### src/rtl/avalon_test_master_if.sv
// ---------------------------------------------------------------------------
// avalon_test_master_if
// Bundles the command, write-data, read-data and Avalon-MM bus signals of
// avalon_test_master. The clock and reset stay plain ports on the module.
//
//   master modport : the view used by avalon_test_master itself
//   slave  modport : the view used by whatever drives commands and models
//                    the Avalon slave (testbench or surrounding logic)
//
// Signals
//   cmd_valid/cmd_ready/cmd_write/cmd_addr/cmd_len : burst command handshake
//   wdata_valid/wdata/wdata_ready                  : write-word stream in
//   rdata_valid/rdata                              : read-word stream out
//   busy                                           : burst in progress
//   address/read/write/writedata/readdata/waitrequest : Avalon-MM master bus
// ---------------------------------------------------------------------------
interface avalon_test_master_if #(
  parameter int ADDR_WIDTH = 5,
  parameter int DATA_WIDTH = 32
);

  logic                  cmd_valid;
  logic                  cmd_ready;
  logic                  cmd_write;
  logic [ADDR_WIDTH-1:0] cmd_addr;
  logic [ADDR_WIDTH-1:0] cmd_len;

  logic                  wdata_valid;
  logic [DATA_WIDTH-1:0] wdata;
  logic                  wdata_ready;

  logic                  rdata_valid;
  logic [DATA_WIDTH-1:0] rdata;

  logic                  busy;

  logic [ADDR_WIDTH-1:0] address;
  logic                  read;
  logic                  write;
  logic [DATA_WIDTH-1:0] writedata;
  logic [DATA_WIDTH-1:0] readdata;
  logic                  waitrequest;

  modport master (
    input  cmd_valid, cmd_write, cmd_addr, cmd_len,
    input  wdata_valid, wdata,
    input  readdata, waitrequest,
    output cmd_ready, wdata_ready, rdata_valid, rdata, busy,
    output address, read, write, writedata
  );

  modport slave (
    output cmd_valid, cmd_write, cmd_addr, cmd_len,
    output wdata_valid, wdata,
    output readdata, waitrequest,
    input  cmd_ready, wdata_ready, rdata_valid, rdata, busy,
    input  address, read, write, writedata
  );

endinterface

### src/rtl/avalon_test_master.sv
// ---------------------------------------------------------------------------
// avalon_test_master
// Turns a single burst command (start address, length-1, direction) into a
// sequence of Avalon-MM word accesses on an incrementing, wrapping address.
// Write words are streamed in through a valid/ready pair; read words come
// back on rdata/rdata_valid a fixed READ_LATENCY cycles after each accepted
// read, without backpressure.
//
// Parameters
//   ADDR_WIDTH   : word address width (also width of cmd_addr / cmd_len)
//   DATA_WIDTH   : data word width
//   READ_LATENCY : fixed slave read latency in cycles, 1..4
//
// Ports
//   avalon_clock : sole clock, rising edge
//   resetn       : asynchronous active-low reset
//   av           : avalon_test_master_if.master -- command, write stream,
//                  read stream, busy and the Avalon-MM master signals
// ---------------------------------------------------------------------------
module avalon_test_master #(
  parameter int ADDR_WIDTH   = 5,
  parameter int DATA_WIDTH   = 32,
  parameter int READ_LATENCY = 1
) (
  input  logic                 avalon_clock,
  input  logic                 resetn,
  avalon_test_master_if.master av
);

  typedef enum logic [1:0] {
    IDLE,
    WR,
    RD,
    DRAIN
  } state_e;

  state_e                  state_q, state_d;
  logic [ADDR_WIDTH-1:0]   addr_q, addr_d;
  logic [ADDR_WIDTH-1:0]   remain_q, remain_d;
  // Bit i set = a read accepted i+1 cycles ago; the top bit is the word
  // arriving on readdata in the current cycle.
  logic [READ_LATENCY-1:0] rd_pipe_q, rd_pipe_d;

  logic wr_beat;
  logic rd_beat;

  // A write beat needs both a word and a non-stalled slave; a read beat only
  // needs the slave to stop stalling, since read is held high throughout RD.
  assign wr_beat = (state_q == WR) && av.wdata_valid && !av.waitrequest;
  assign rd_beat = (state_q == RD) && !av.waitrequest;

  // NOTE: every variable assigned here gets a default first, so no path
  // leaves one unassigned and no latch is inferred.
  always_comb begin
    state_d  = state_q;
    addr_d   = addr_q;
    remain_d = remain_q;

    rd_pipe_d[0] = rd_beat;
    for (int i = 1; i < READ_LATENCY; i++) begin
      rd_pipe_d[i] = rd_pipe_q[i-1];
    end

    unique case (state_q)
      IDLE: begin
        if (av.cmd_valid) begin
          addr_d   = av.cmd_addr;
          remain_d = av.cmd_len;
          state_d  = av.cmd_write ? WR : RD;
        end
      end

      WR, RD: begin
        if (wr_beat || rd_beat) begin
          // Address wraps naturally at 2^ADDR_WIDTH.
          addr_d = addr_q + 1'b1;
          if (remain_q == '0) begin
            // Reads still in flight are collected in DRAIN.
            state_d = (state_q == WR) ? IDLE : DRAIN;
          end else begin
            remain_d = remain_q - 1'b1;
          end
        end
      end

      DRAIN: begin
        // Leave only once the pipe has been seen empty, so the last
        // rdata_valid pulse is emitted while busy is still high.
        if (rd_pipe_q == '0) begin
          state_d = IDLE;
        end
      end

      default: state_d = IDLE;
    endcase
  end

  // NOTE: sequential state uses non-blocking assignments so every register
  // samples the pre-edge value of every other register.
  // NOTE: the read-tracking pipe is reset along with the FSM: an aborted
  // burst must not leave stale valid bits that would emit rdata_valid later.
  always_ff @(posedge avalon_clock or negedge resetn) begin
    if (!resetn) begin
      state_q   <= IDLE;
      addr_q    <= '0;
      remain_q  <= '0;
      rd_pipe_q <= '0;
    end else begin
      state_q   <= state_d;
      addr_q    <= addr_d;
      remain_q  <= remain_d;
      rd_pipe_q <= rd_pipe_d;
    end
  end

  // Outputs decode the registered state; the write path passes the stream
  // straight through in WR so a word and its strobe appear in the same cycle.
  assign av.cmd_ready   = (state_q == IDLE);
  assign av.busy        = (state_q != IDLE);
  assign av.address     = addr_q;
  assign av.read        = (state_q == RD);
  assign av.write       = (state_q == WR) && av.wdata_valid;
  assign av.writedata   = (state_q == WR) ? av.wdata : '0;
  assign av.wdata_ready = (state_q == WR) && !av.waitrequest;
  assign av.rdata_valid = rd_pipe_q[READ_LATENCY-1];
  assign av.rdata       = rd_pipe_q[READ_LATENCY-1] ? av.readdata : '0;

endmodule

### src/flat_wrapper.sv
// flat-port wrapper written by rule: the top's interface ports become plain ports
module avalon_test_master_flat 
#(
  parameter int ADDR_WIDTH   = 5,
  parameter int DATA_WIDTH   = 32,
  parameter int READ_LATENCY = 1
)
  (avalon_clock, resetn, av_cmd_valid, av_cmd_write, av_cmd_addr, av_cmd_len, av_wdata_valid, av_wdata, av_readdata, av_waitrequest, av_cmd_ready, av_wdata_ready, av_rdata_valid, av_rdata, av_busy, av_address, av_read, av_write, av_writedata);
  avalon_test_master_if #(.ADDR_WIDTH(ADDR_WIDTH), .DATA_WIDTH(DATA_WIDTH)) av_i ();
  input  logic avalon_clock;
  input  logic resetn;
  input wire logic [$bits(av_i.cmd_valid)-1:0] av_cmd_valid;
  input wire logic [$bits(av_i.cmd_write)-1:0] av_cmd_write;
  input wire logic [$bits(av_i.cmd_addr)-1:0] av_cmd_addr;
  input wire logic [$bits(av_i.cmd_len)-1:0] av_cmd_len;
  input wire logic [$bits(av_i.wdata_valid)-1:0] av_wdata_valid;
  input wire logic [$bits(av_i.wdata)-1:0] av_wdata;
  input wire logic [$bits(av_i.readdata)-1:0] av_readdata;
  input wire logic [$bits(av_i.waitrequest)-1:0] av_waitrequest;
  output wire logic [$bits(av_i.cmd_ready)-1:0] av_cmd_ready;
  output wire logic [$bits(av_i.wdata_ready)-1:0] av_wdata_ready;
  output wire logic [$bits(av_i.rdata_valid)-1:0] av_rdata_valid;
  output wire logic [$bits(av_i.rdata)-1:0] av_rdata;
  output wire logic [$bits(av_i.busy)-1:0] av_busy;
  output wire logic [$bits(av_i.address)-1:0] av_address;
  output wire logic [$bits(av_i.read)-1:0] av_read;
  output wire logic [$bits(av_i.write)-1:0] av_write;
  output wire logic [$bits(av_i.writedata)-1:0] av_writedata;
  assign av_i.cmd_valid = av_cmd_valid;
  assign av_i.cmd_write = av_cmd_write;
  assign av_i.cmd_addr = av_cmd_addr;
  assign av_i.cmd_len = av_cmd_len;
  assign av_i.wdata_valid = av_wdata_valid;
  assign av_i.wdata = av_wdata;
  assign av_i.readdata = av_readdata;
  assign av_i.waitrequest = av_waitrequest;
  assign av_cmd_ready = av_i.cmd_ready;
  assign av_wdata_ready = av_i.wdata_ready;
  assign av_rdata_valid = av_i.rdata_valid;
  assign av_rdata = av_i.rdata;
  assign av_busy = av_i.busy;
  assign av_address = av_i.address;
  assign av_read = av_i.read;
  assign av_write = av_i.write;
  assign av_writedata = av_i.writedata;
  avalon_test_master #(.ADDR_WIDTH(ADDR_WIDTH), .DATA_WIDTH(DATA_WIDTH), .READ_LATENCY(READ_LATENCY)) u_core (.avalon_clock(avalon_clock), .resetn(resetn), .av(av_i));
endmodule
### config.mk
export PLATFORM = sky130hd
export DESIGN_NAME = avalon_test_master_flat
export DESIGN_NICKNAME = d
export VERILOG_FILES = /design/src/rtl/avalon_test_master_if.sv /design/src/rtl/avalon_test_master.sv /design/src/flat_wrapper.sv
export SDC_FILE = /design/constraint.sdc
export NUM_CORES = 1
export LEC_CHECK = 0
export CAP_MARGIN = 10
export CORE_AREA = 4 4 58 60
export DETAILED_ROUTE_END_ITERATION = 16
export DIE_AREA = 0 0 62 64
export DONT_BUFFER_PORTS = 1
export HOLD_SLACK_MARGIN = 0.1
export PLACE_DENSITY = 0.58
export SLEW_MARGIN = 20
export SYNTH_ARGS = -nofsm -noshare
export SYNTH_HDL_FRONTEND = slang
export SYNTH_SLANG_ARGS = --single-unit
### constraint.sdc
create_clock -name avalon_clock -period 4.9 [get_ports avalon_clock]
set_input_delay 0.49 -clock avalon_clock [delete_from_list [all_inputs] [get_ports avalon_clock]]
set_output_delay 0.49 -clock avalon_clock [all_outputs]
set_load 0.02 [all_outputs]
# ---- Word level (Yosys, flattened, before mapping)
# Index checks and enable logic that the tools add are counted.
dict set report word_totals {
  ff_bits 13
  inputBits 80
  output_inout_bits 75
  elab_cells 44
}
dict set report op_classes {
  addsub 2
  eq_ne 8
  n_mux 16
  n_reduce_logical 14
}
# operator n
set ops {}
lappend ops {{32-bit 2-to-1 mux} 2}
lappend ops {{5-bit 2-to-1 mux} 5}
lappend ops {{5-bit case mux with 2 select lines} 2}
lappend ops {{2-bit 2-to-1 mux} 6}
lappend ops {{4-bit AND reduction} 2}
lappend ops {{2-bit != test, second input constant} 3}
lappend ops {{2-bit case mux with 3 select lines} 1}
lappend ops {{5-bit by 1-bit adder with 5-bit output, second input constant} 1}
lappend ops {{5-bit logical NOT} 1}
lappend ops {{5-bit by 1-bit subtractor with 5-bit output, second input constant} 1}
lappend ops {{2-bit == test, second input constant} 2}
lappend ops {{1-bit logical AND} 4}
lappend ops {{2-bit by 1-bit != test with 1-bit output, second input constant} 2}
lappend ops {{2-bit nonzero test} 2}
lappend ops {{3-bit AND reduction} 1}
lappend ops {{2-bit by 1-bit == test with 1-bit output, second input constant} 1}
lappend ops {{2-bit logical NOT} 1}
lappend ops {{2-bit OR reduction} 1}
lappend ops {{1-bit logical NOT} 1}
lappend ops {{1-bit logical OR} 1}

# ---- Depth between registers and ports, before layout
# Gate-level depths: netlist of run 1.
dict set report depth {
  ltp_word 6
  mapped_depth 7
  ltp_nobuf 6
}

# ---- Worst setup path before layout of run 1
# Ideal clock, no wire load.
dict set report synth_timing {
  kind {register to register}
  from {register u_core.state_q[0]}
  to {register u_core.state_q[0]}
  setup_ns 0.128
  arrival_ns 1.807
  required_time_ns 4.772
  slack_ns 2.965
  path_stages_with_launch 7
  n_path_buf 0
  path_cell_list {dfrtp_1 inv_1 ha_1 and2_1 a211o_1 a211oi_2 mux2_1}
}
dict set report synth_between {
  elab_chain_len 6
  elab_cells_between_ends 18
  cone_classes {eq/ne: 7; mux: 4; reduce/logical: 7}
}
# item line_no
set synth_rtl {}
lappend synth_rtl {{start: declaration} avalon_test_master.sv:37} ;# state_e state_q, state_d;
lappend synth_rtl {{start signal: assignment} avalon_test_master.sv:109} ;# state_q <= state_d;
lappend synth_rtl {{2-bit by 1-bit == test with 1-bit output} {avalon_test_master.sv:49, avalon_test_master.sv:64, avalon_test_master.sv:79}}
lappend synth_rtl {{1-bit logical AND (2 in a row)} avalon_test_master.sv:49} ;# assign wr_beat = (state_q == WR) && av.wdata_valid && !av.waitrequest;
lappend synth_rtl {{1-bit logical OR} avalon_test_master.sv:74} ;# if (wr_beat || rd_beat) begin
lappend synth_rtl {{2-bit by 1-bit != test with 1-bit output (no source line)} --}
lappend synth_rtl {{4-bit AND reduction (no source line)} --}
# Several ways; a longest one is shown, not always the timed one. The select of a mux whose other input is x is not followed.
# A chain may end at the register's enable or synchronous reset.

# ---- Final worst setup path of run 1
dict set report layout_timing {
  from {register u_core.state_q[1]}
  to {register u_core.remain_q[2]}
}
dict set report layout_between {
  elab_chain_len 6
  elab_cells_between_ends 14
  cone_classes {eq/ne: 5; mux: 1; reduce/logical: 8}
}
# item line_no
set layout_rtl {}
lappend layout_rtl {{2-bit by 1-bit == test with 1-bit output} {avalon_test_master.sv:49, avalon_test_master.sv:64}}
lappend layout_rtl {{1-bit logical AND (2 in a row)} avalon_test_master.sv:49}
lappend layout_rtl {{1-bit logical OR} avalon_test_master.sv:74}
lappend layout_rtl {{2-bit by 1-bit != test with 1-bit output (no source line)} --}
lappend layout_rtl {{4-bit AND reduction (no source line)} --}
lappend layout_rtl {{end signal: assignment} avalon_test_master.sv:111} ;# remain_q <= remain_d;
lappend layout_rtl {{end: declaration} avalon_test_master.sv:39} ;# logic [ADDR_WIDTH-1:0] remain_q, remain_d;
# Several ways; a longest one is shown, not always the timed one.

==> results.ini, run 1 <==
[power_and_ir_drop]
power_density_mw_per_mm2=774
vdd_ir_drop_max_v=0.000386
leakage_uw=0.000598

[flow_run]
max_cap_viol_count=0

[grt]
grt_overflow=0
antenna_found_initial=0
grt_pass1_vias=1039
grt_use_total=0.203
grt_pass1_wl_mm=5.84
grt_max_degree=35

[die]
die_h_um=64
initial_core_util=0.441
io_pins=155
die-area_sq_mm=0.00397
die_w_um=62
fp.coreArea_sq_mm=0.00293
rows=20

[timing]
relSlewSlack=0.471
fin_crit_sh=0.552
setup_slack_ns=2.20
tns_ns=0
setup_viol=0
fmax_mhz=370
min_period_ns=2.70
tightestPinTransition_ns=0.793
drv_slew=0
hold_viol_final=0
skew_ns=0.000602
rsz0062_at_grt=false

[yosys]
synth.yosys.seq_area_share=0.252
yosysTopAreaCellShare=0.315
syn_inst=157
syn_nets=244
synth-warning-count=0
synth.largest_area_cell=and2_1
syn-cell-area_sq_mm=0.00129
synth.distinct_cells=28
ys_top_cells_by_area=and2_1, dfrtp_1, ha_1, mux2_1, a21oi_1
ys_ff_latch=13
synth.avg_cell_area_sq_um=8.23

[placement]
dp_slack_ns=2.22
dpl_cell_area_sq_mm=0.00129
port_buffers=0
place_congestion=0.799
dp.final_hpwl_mm=3.66

[layout]
fin_area_sq_mm=0.00133
mostFrequentLayoutCell=and2_1
drive_gt1_frac=0.0519
area_delta_synth_final_pct=2.71
n_antenna_cell=0
fin_nets=242
final_cell_mix=and2_1, dfrtp_1, a21oi_1
postLayoutCoreUtil=0.453

[worst_hold_path]
holdPathEnd=u_core.av.rdata_valid
min_path_cells=1
hp-class=in2reg
hp-start=av_waitrequest

[worst_setup_path]
critical-path-top-delay-family=compound AO/OA/AOI/OAI gates
r2r_setup_slack_ns=2.20
cp_common_cell=nand2_2
cpMaxStageDelayCell=a2111oi_4
crit_type=reg2reg
critPathBufInv=1
start_kind=flop
crit_arrival_ns=2.87
cpPeakStageDelay_ns=0.68
crit_required_ns=5.06
endpoint_kind=flop
ff2ff_path_depth=6
path_cells=inv_1, ha_1, nand2_2, a2111oi_4, nand2_2, mux2_1
r2r_start=u_core.state_q[1]
r2r_end=u_core.remain_q[2]
critPathMaxFanout=34

[route]
drtIter0Drc=40
vias_per_cell=5.57
wl_per_cell_um=22.2
drc=0
first_pass_iters=3
antenna_left=0
vias=1042
finalWirelength_mm=4.15

[clock_network]
clock_sink_count=13
cts_tree=built
cts_setup_buffers=0
h-tree-depth=1
cts.path.max_buffers=2
numCtsBuffers=3
path_clk_slew_ns=0.08
clkLatencyLatePin_ns=0.28
cts_resized=0
cts_root_buf=clkbuf_4

[run_status]
status=completed

state kept, by name (all words and copies together) (netlist names):
name / count
u_core.av.address: 5
u_core.remain_q: 5
u_core.state_q: 2
u_core.av.rdata_valid: 1
metrics by stage:
step / cells / power, uW / hold slack (ns)
floorplan: 157 / 887 / 0.194
global route: 187 / 1130 / 0.248
CTS: 187 / 1040 / 0.258
detailed placement: 182 / 967 / 0.195
global placement: 182 / 948 / 0.195
finish: 187 / 1030 / 0.266
cell type report:
cell class / count / area [sq um]
sequential: 13 / 325
clock buffer: 4 / 26.3
timing repair buffer: 1 / 10.0
fill: 288 / 1600
tap: 33 / 41.3
inverter: 7 / 26.3
multi-input combinational: 129 / 898
synth_stat cells:
cell	number
a2111oi_4	1
a211o_1	1
a211oi_2	1
a21oi_1	10
a32o_1	1
and2_1	65
buf_6	1
clkbuf_1	6
dfrtp_1	13
dlygate4sd1_1	1
ha_1	7
inv_1	7
mux2_1	6
mux2i_1	4
nand2_1	4
nand2_2	2
nand3_1	3
nor2_1	9
nor2b_1	3
nor2b_4	1
nor3_1	1
nor3b_1	1
nor4b_1	1
o21ai_0	2
o21ai_1	1
or2b_1	1
xnor2_1	2
xor2_1	2
repair_timing:
action,4_1_cts,5_1_grt
hold endpoints to repair,13,0
hold buffers,1,0
setup endpoints to repair,0,0
where the power goes:
part           total, uW  switching (uW)  internal (uW)
clock               66.1            34.5           31.6
sequential           259            95.7            164
combinational        703             445            258
total               1030             575            453
worst reg2reg max path: cells and delay by family, from the launching register on:
| family | cells | cell delay (ns) |
|---|---|---|
| compound gates | 1 | 0.68 |
| fa+ha+maj | 1 | 0.64 |
| buf+inv | 1 | 0.10 |
| flops | 1 | 0.43 |
| mux | 1 | 0.35 |
| simple gates | 2 | 0.38 |
cell families (layout without fill, tap and decap cells):
logic type               count (synthesis)  count (layout)  share of synthesized area
AND/OR/NAND/NOR                         91              91                      0.421
AO/OA/AOI/OAI                           17              17                     0.0958
buffers and inverters                   15              12                     0.0532
flip-flops                              13              13                      0.252
multiplexers                            10              10                     0.0833
adder cells (fa/ha/maj)                  7               7                     0.0678
XOR/XNOR                                 4               4                     0.0271
per-layer routing:
layer / global-route usage / vias up / wire length, um
met5: 0 / - / 0
met4: 0.0477 / 0 / 37
met3: 0.115 / 5 / 649
met2: 0.313 / 73 / 2000
met1: 0.239 / 465 / 1460
li1: - / 499 / -
worst max path at each step:
stage	endpoint	start	slack, ns	cells past startpoint
after floorplan	u_core.state_q[0]	u_core.state_q[0]	2.97	6
after global placement	u_core.remain_q[2]	u_core.state_q[1]	2.35	6
after detailed placement	u_core.remain_q[2]	u_core.state_q[1]	2.22	6
after CTS	u_core.remain_q[2]	u_core.state_q[1]	2.21	6
after global routing	u_core.remain_q[3]	u_core.state_q[1]	1.94	6
final	u_core.remain_q[2]	u_core.state_q[1]	2.20	6
Note: power is estimated with default switching activity, not from simulation.
==> inputs of run 2 (changes only) <==
--- a/config.mk
+++ b/config.mk
@@ -11,7 +11,7 @@
 export DIE_AREA = 0 0 62 64
 export DONT_BUFFER_PORTS = 1
 export HOLD_SLACK_MARGIN = 0.1
-export PLACE_DENSITY = 0.58
+export PLACE_DENSITY = 0.6
 export SLEW_MARGIN = 20
 export SYNTH_ARGS = -nofsm -noshare
 export SYNTH_HDL_FRONTEND = slang
==> constraint.sdc (replaced) <==
create_clock -name avalon_clock -period 2.45 [get_ports avalon_clock]
set_input_delay 0.245 -clock avalon_clock [delete_from_list [all_inputs] [get_ports avalon_clock]]
set_output_delay 0.245 -clock avalon_clock [all_outputs]
set_load 0.02 [all_outputs]
==> run 2 against run 1 <==
  * Sequential power up 98%
  * Register-to-register slack worse by 1.8 ns
  * Count of clock-buffer cells in the layout unchanged
  * Sequential share of layout area down 0.72 points
  * Via count up 3.6%
  * Setup slack worse by 1.8 ns
  * Hold slack worse by 0.12 ns
  * Maximum frequency up 30%
  * First-iteration DRC count down 43%
  * Power up 100%
  * Global-route usage down 3.6 points
  * Critical endpoint is now u_core.av.address[3]
  * Largest cell class unchanged
==> results.ini, run 2 (synthesis results as in run 1) <==
[clock_network]
cts_root_buf=clkbuf_4
h-tree-depth=1
cts_resized=0
cts.path.max_buffers=2
numCtsBuffers=3
path_clk_slew_ns=0.08
cts_tree=built
clock_sink_count=13
clkLatencyLatePin_ns=0.27

[timing]
fmax_mhz=480
drv_slew=0
hold_viol_final=0
tns_ns=0
setup_viol=0
tightestPinTransition_ns=0.780
rsz0062_at_grt=false
min_period_ns=2.09
fin_crit_sh=0.851
relSlewSlack=0.480
skew_ns=0.00132

[grt]
grt_pass1_vias=1052
grt_pass1_wl_mm=5.11
grt_overflow=0
grt_max_degree=35
grt_use_total=0.167
antenna_found_initial=0

[layout]
final_cell_mix=and2_1, dfrtp_1, a21oi_1
postLayoutCoreUtil=0.467
nFillCells=279
register_area_sq_um=325
mostFrequentLayoutCell=and2_1
fin_nets=247
area_delta_synth_final_pct=5.81
n_antenna_cell=0
drive_gt1_frac=0.0755
multi_input_area_sq_um=898

[route]
drt-met1-wl_mm=1.25
wl_met3_um=446
drc=0
drtIter0Drc=23
top_layer=met4
first_pass_iters=4
vias_per_cell=5.63
wl_per_cell_um=18.7
wl_met2_mm=1.86
antenna_left=0
vias=1080
finalWirelength_mm=3.59

[worst_setup_path]
crit_required_ns=2.61
start_kind=flop
endpoint_kind=flop
critPathMaxFanout=10
crit_arrival_ns=2.24
crit_type=reg2reg

[die]
die_h_um=64
die-area_sq_mm=0.00397
initial_core_util=0.441
rows=20
io_pins=155
fp.coreArea_sq_mm=0.00293
die_w_um=62

[flow_run]
max_cap_viol_count=0

[worst_hold_path]
hp-class=in2reg

[placement]
port_buffers=0
dp.final_hpwl_mm=3.10
place_congestion=0.802

[run_status]
status=completed

[power_and_ir_drop]
vdd_ir_drop_max_v=0.000747
power_density_mw_per_mm2=1530
leakage_uw=0.000623

[run 2: final timing paths]
path / slack [ns] / cells after the start / start / end
setup / recovery: 0.36 / 6 / u_core.state_q[0] / u_core.av.address[3]
hold / removal: 0.14 / 1 / av_cmd_len[4] / u_core.remain_q[4]
setup reg to reg: 0.36 / 6 / u_core.state_q[0] / u_core.av.address[3]
hold reg to reg: 0.52 / 1 / u_core.remain_q[4] / u_core.remain_q[4]
max in group asynchronous: 1.64 / 1 / resetn / u_core.remain_q[0]
min in group asynchronous: 0.42 / 1 / resetn / u_core.av.address[3]
[run 2: area by class of cell]
class / instances / share of cell area
timing repair buffer: 6 / 0.0366
clock buffer: 4 / 0.0192
inverter: 7 / 0.0192
tap: 33 / 0.0302
sequential: 13 / 0.238
multi-input combinational: 129 / 0.657
[run 2: stage by stage]
step	cell area, sq um	hold WS [ns]	instances	power [uW]	worst slack [ns]
floorplan	1290	-0.0506	157	1770	0.515
finish	1370	0.143	192	2100	0.365
CTS	1370	0.140	192	2120	0.353
global route	1370	0.145	192	2300	0.267
global placement	1320	-0.0503	186	1950	0.439
detailed placement	1320	-0.0504	186	1970	0.368
[run 2: timing repair]
action / CTS / global route
setup buffers: 0 / 0
hold buffers: 2 / 0
hold endpoints to repair: 14 / 0
[run 2: where the power goes]
part | internal, uW | total (uW) | switching (uW) | leakage (uW)
registers | 327 | 514 | 187 | 0.000153
logic | 562 | 1450 | 887 | 0.000454
clock network | 62.9 | 133 | 70.3 | 0.0000150
total | 952 | 2100 | 1140 | 0.000623
[run 2: routing by layer]
layer	vias to the layer above	GRT usage
li1	506	-
met1	490	0.201
met2	80	0.290
met3	4	0.0465
met4	0	0.0292
met5	-	0
[run 2: worst max-delay path: stages, from the launching register on]
cell and delay, ns:
dfrtp_1 0.39, inv_1 0.10, ha_1 0.33, nor2b_1 0.22
a2111oi_4 0.37, buf_4 0.24, mux2_1 0.33
==> inputs of run 3 (changes only) <==
--- a/config.mk
+++ b/config.mk
@@ -5,13 +5,16 @@
 export SDC_FILE = /design/constraint.sdc
 export NUM_CORES = 1
 export LEC_CHECK = 0
+export ABC_AREA = 1
 export CAP_MARGIN = 10
-export CORE_AREA = 4 4 58 60
+export CORE_ASPECT_RATIO = 0.8
+export CORE_MARGIN = 4
+export CORE_UTILIZATION = 57
+export CTS_CLUSTER_SIZE = 12
 export DETAILED_ROUTE_END_ITERATION = 16
-export DIE_AREA = 0 0 62 64
 export DONT_BUFFER_PORTS = 1
 export HOLD_SLACK_MARGIN = 0.1
-export PLACE_DENSITY = 0.6
+export PLACE_DENSITY = 0.73
 export SLEW_MARGIN = 20
 export SYNTH_ARGS = -nofsm -noshare
 export SYNTH_HDL_FRONTEND = slang
==> run 3 against run 2 <==
  * Sequential share of layout area down 2.9 points
  * Critical path depth is 1 lower
  * Combinational power barely moved
  * Synthesized cell count rose by 75%
  * Maximum frequency increased by 11%
  * Count of clock-buffer cells in the layout stayed put
  * Register-to-register slack better by 0.33 ns
  * Core utilization rose by 16 points
  * Synthesized area rose by 17%
  * Clock skew increased by 0.00058 ns
  * Flip-flop and latch count is the same
  * Largest cell class unchanged
==> results.ini, run 3 <==
[placement]
dp.final_hpwl_mm=3.28
port_buffers=0
place_congestion=0.809

[power_and_ir_drop]
leakage_uw=0.00126
power_density_mw_per_mm2=1370
vdd_ir_drop_max_v=0.000605

[yosys]
synth.avg_cell_area_sq_um=5.50
synth-compound-area-share=0.0349
ys_ff_latch=13
synthArstFlopShare=1.00
syn_nets=361
synth_adder_area_share=0.0581
synth_mux_area_frac=0
ys_top_cells_by_count=nand2_1, inv_1, dfrtp_1, nand3_1, ha_1
synth-xor-area-share=0.00581
synth.largest_area_cell=nand2_1
ys_top_cells_by_area=nand2_1, dfrtp_1, inv_1, ha_1, nand3_1
synth.most_common_cell=nand2_1
yosysTopAreaCellShare=0.309
syn_inst=274
synthSimpleGateAreaFrac=0.458
synth-main-ff-cell=dfrtp_1
synth_top_family_by_area=simple AND/OR/NAND/NOR gates
synth_edf_count=0
syn-cell-area_sq_mm=0.00151
synth.distinct_cells=24
synth.yosys.seq_area_share=0.216
synth-warning-count=0

[grt]
grt_pass1_wl_mm=5.22
use_met3=0.0626
grt_pass1_vias=1220
globalRouteMet2Util=0.341
met1_usage=0.237
grt_max_degree=35
grt_use_total=0.196
grt_overflow=0
antenna_found_initial=0
top_usage_layer=met2

[die]
initial_core_util=0.607
die_h_um=54.0
die-area_sq_mm=0.00353
die_w_um=65.5
io_pins=155
fp.coreArea_sq_mm=0.00248
rows=16

[clock_network]
cts_resized=0
h-tree-depth=1
numCtsBuffers=3
clkLatencyLatePin_ns=0.28
cts_tree=built
path_clk_slew_ns=0.08
hold_buffers=1
clock_sink_count=13
cts_root_buf=clkbuf_4
cts.path.max_buffers=2
cts_setup_buffers=0

[route]
antenna_left=0
first_pass_iters=4
finalWirelength_mm=3.85
drtIter0Drc=45
drc=0
wl_per_cell_um=12.5
vias=1496
vias_per_cell=4.86

[worst_setup_path]
critical-path-top-delay-family=buffers and inverters
critPathBufInv=3
crit_arrival_ns=1.63
critPathMaxFanout=32
path_cells=inv_1, ha_1, buf_4, nand2_1, inv_1
cpMaxStageDelayCell=dfrtp_1
crit_type=reg2out
crit_required_ns=2.20
cp_common_cell=inv_1
endpoint_kind=output pin
start_kind=flop
cpPeakStageDelay_ns=0.43

[run_status]
status=completed

[timing]
drv_slew=0
setup_viol=0
rsz0062_at_grt=false
fin_crit_sh=0.767
tns_ns=0
relSlewSlack=0.421
tightestPinTransition_ns=0.868
fmax_mhz=532
skew_ns=0.00190
min_period_ns=1.88
hold_viol_final=0

[layout]
postLayoutCoreUtil=0.629
n_antenna_cell=0
mostFrequentLayoutCell=nand2_1
fin_nets=360
drive_gt1_frac=0.0772
area_delta_synth_final_pct=3.57
final_cell_mix=nand2_1, inv_1, dfrtp_1

[flow_run]
max_cap_viol_count=0

[worst_hold_path]
hp-class=in2reg

-- run 3: cell types whose count changed in the layout (fill, tap and decap cells not counted), moves of 4 or more --
| cell | previous run | this run |
|---|---|---|
| inv_1 | 7 | 77 |
| mux2_1 | 6 | 0 |
| mux2i_1 | 4 | 0 |
| and2_1 | 65 | 0 |
| nor2_1 | 9 | 3 |
| a21oi_1 | 10 | 2 |
| nand3_1 | 3 | 11 |
| nand2_1 | 4 | 124 |
-- run 3: through the flow --
step / hold slack, ns / setup slack [ns] / std cells / instance area [sq um] / power [uW]
final: 0.119 / 0.571 / 308 / 1560 / 2130
after floorplan: -0.0506 / 0.906 / 274 / 1510 / 1790
after detailed placement: -0.0502 / 0.684 / 303 / 1520 / 2000
after global placement: -0.0503 / 0.751 / 303 / 1520 / 1990
after global routing: 0.124 / 0.389 / 308 / 1560 / 2380
after CTS: 0.113 / 0.536 / 308 / 1560 / 2150
-- run 3: tightest hold or removal path, stage by stage --
cell     delay (ns)
inv_2          0.02
nand2_2        0.06
inv_1          0.04
-- run 3: report_power, final --
part | internal, uW | total [uW] | switching (uW) | leakage [uW]
registers | 320 | 514 | 193 | 0.000163
logic | 429 | 1480 | 1050 | 0.00108
clock network | 63.2 | 135 | 72.0 | 0.0000150
total | 812 | 2130 | 1320 | 0.00126
-- run 3: cell families after synthesis --
group / Yosys count
and+or+nand+nor: 154
DFF: 13
adders and majority gates: 7
xor gates and xnor gates: 1
AOI/OAI and AO/OA: 10
buffers and inverters: 89
-- run 3: worst paths after layout --
kind | slack, ns | endpoint | start | cells past startpoint
min in group asynchronous | 0.40 | u_core.av.address[2] | resetn | 1
min | 0.12 | u_core.av.rdata_valid | av_waitrequest | 3
max | 0.57 | av_writedata[9] | u_core.state_q[1] | 5
max in group asynchronous | 1.67 | u_core.state_q[0] | resetn | 1
min reg2reg | 0.52 | u_core.remain_q[0] | u_core.remain_q[0] | 2
max reg2reg | 0.69 | u_core.remain_q[4] | u_core.state_q[0] | 7
-- run 3: routing by layer --
metal / vias to the layer above / wire, um / part of all wire
li1: 768 / - / -
met1: 633 / 1530 / 0.40
met2: 93 / 1940 / 0.50
met3: 2 / 357 / 0.093
met4: 0 / 19 / 0.0049
met5: - / 0 / 0
-- run 3: area by class of cell --
| class | count | area [sq um] |
|---|---|---|
| clock buffers | 4 | 26.3 |
| flip-flops and latches | 13 | 325 |
| multi-input cells | 172 | 838 |
| inverters | 80 | 300 |
| well taps | 36 | 45.0 |
| fillers | 238 | 922 |
| repair buffers | 3 | 25.0 |
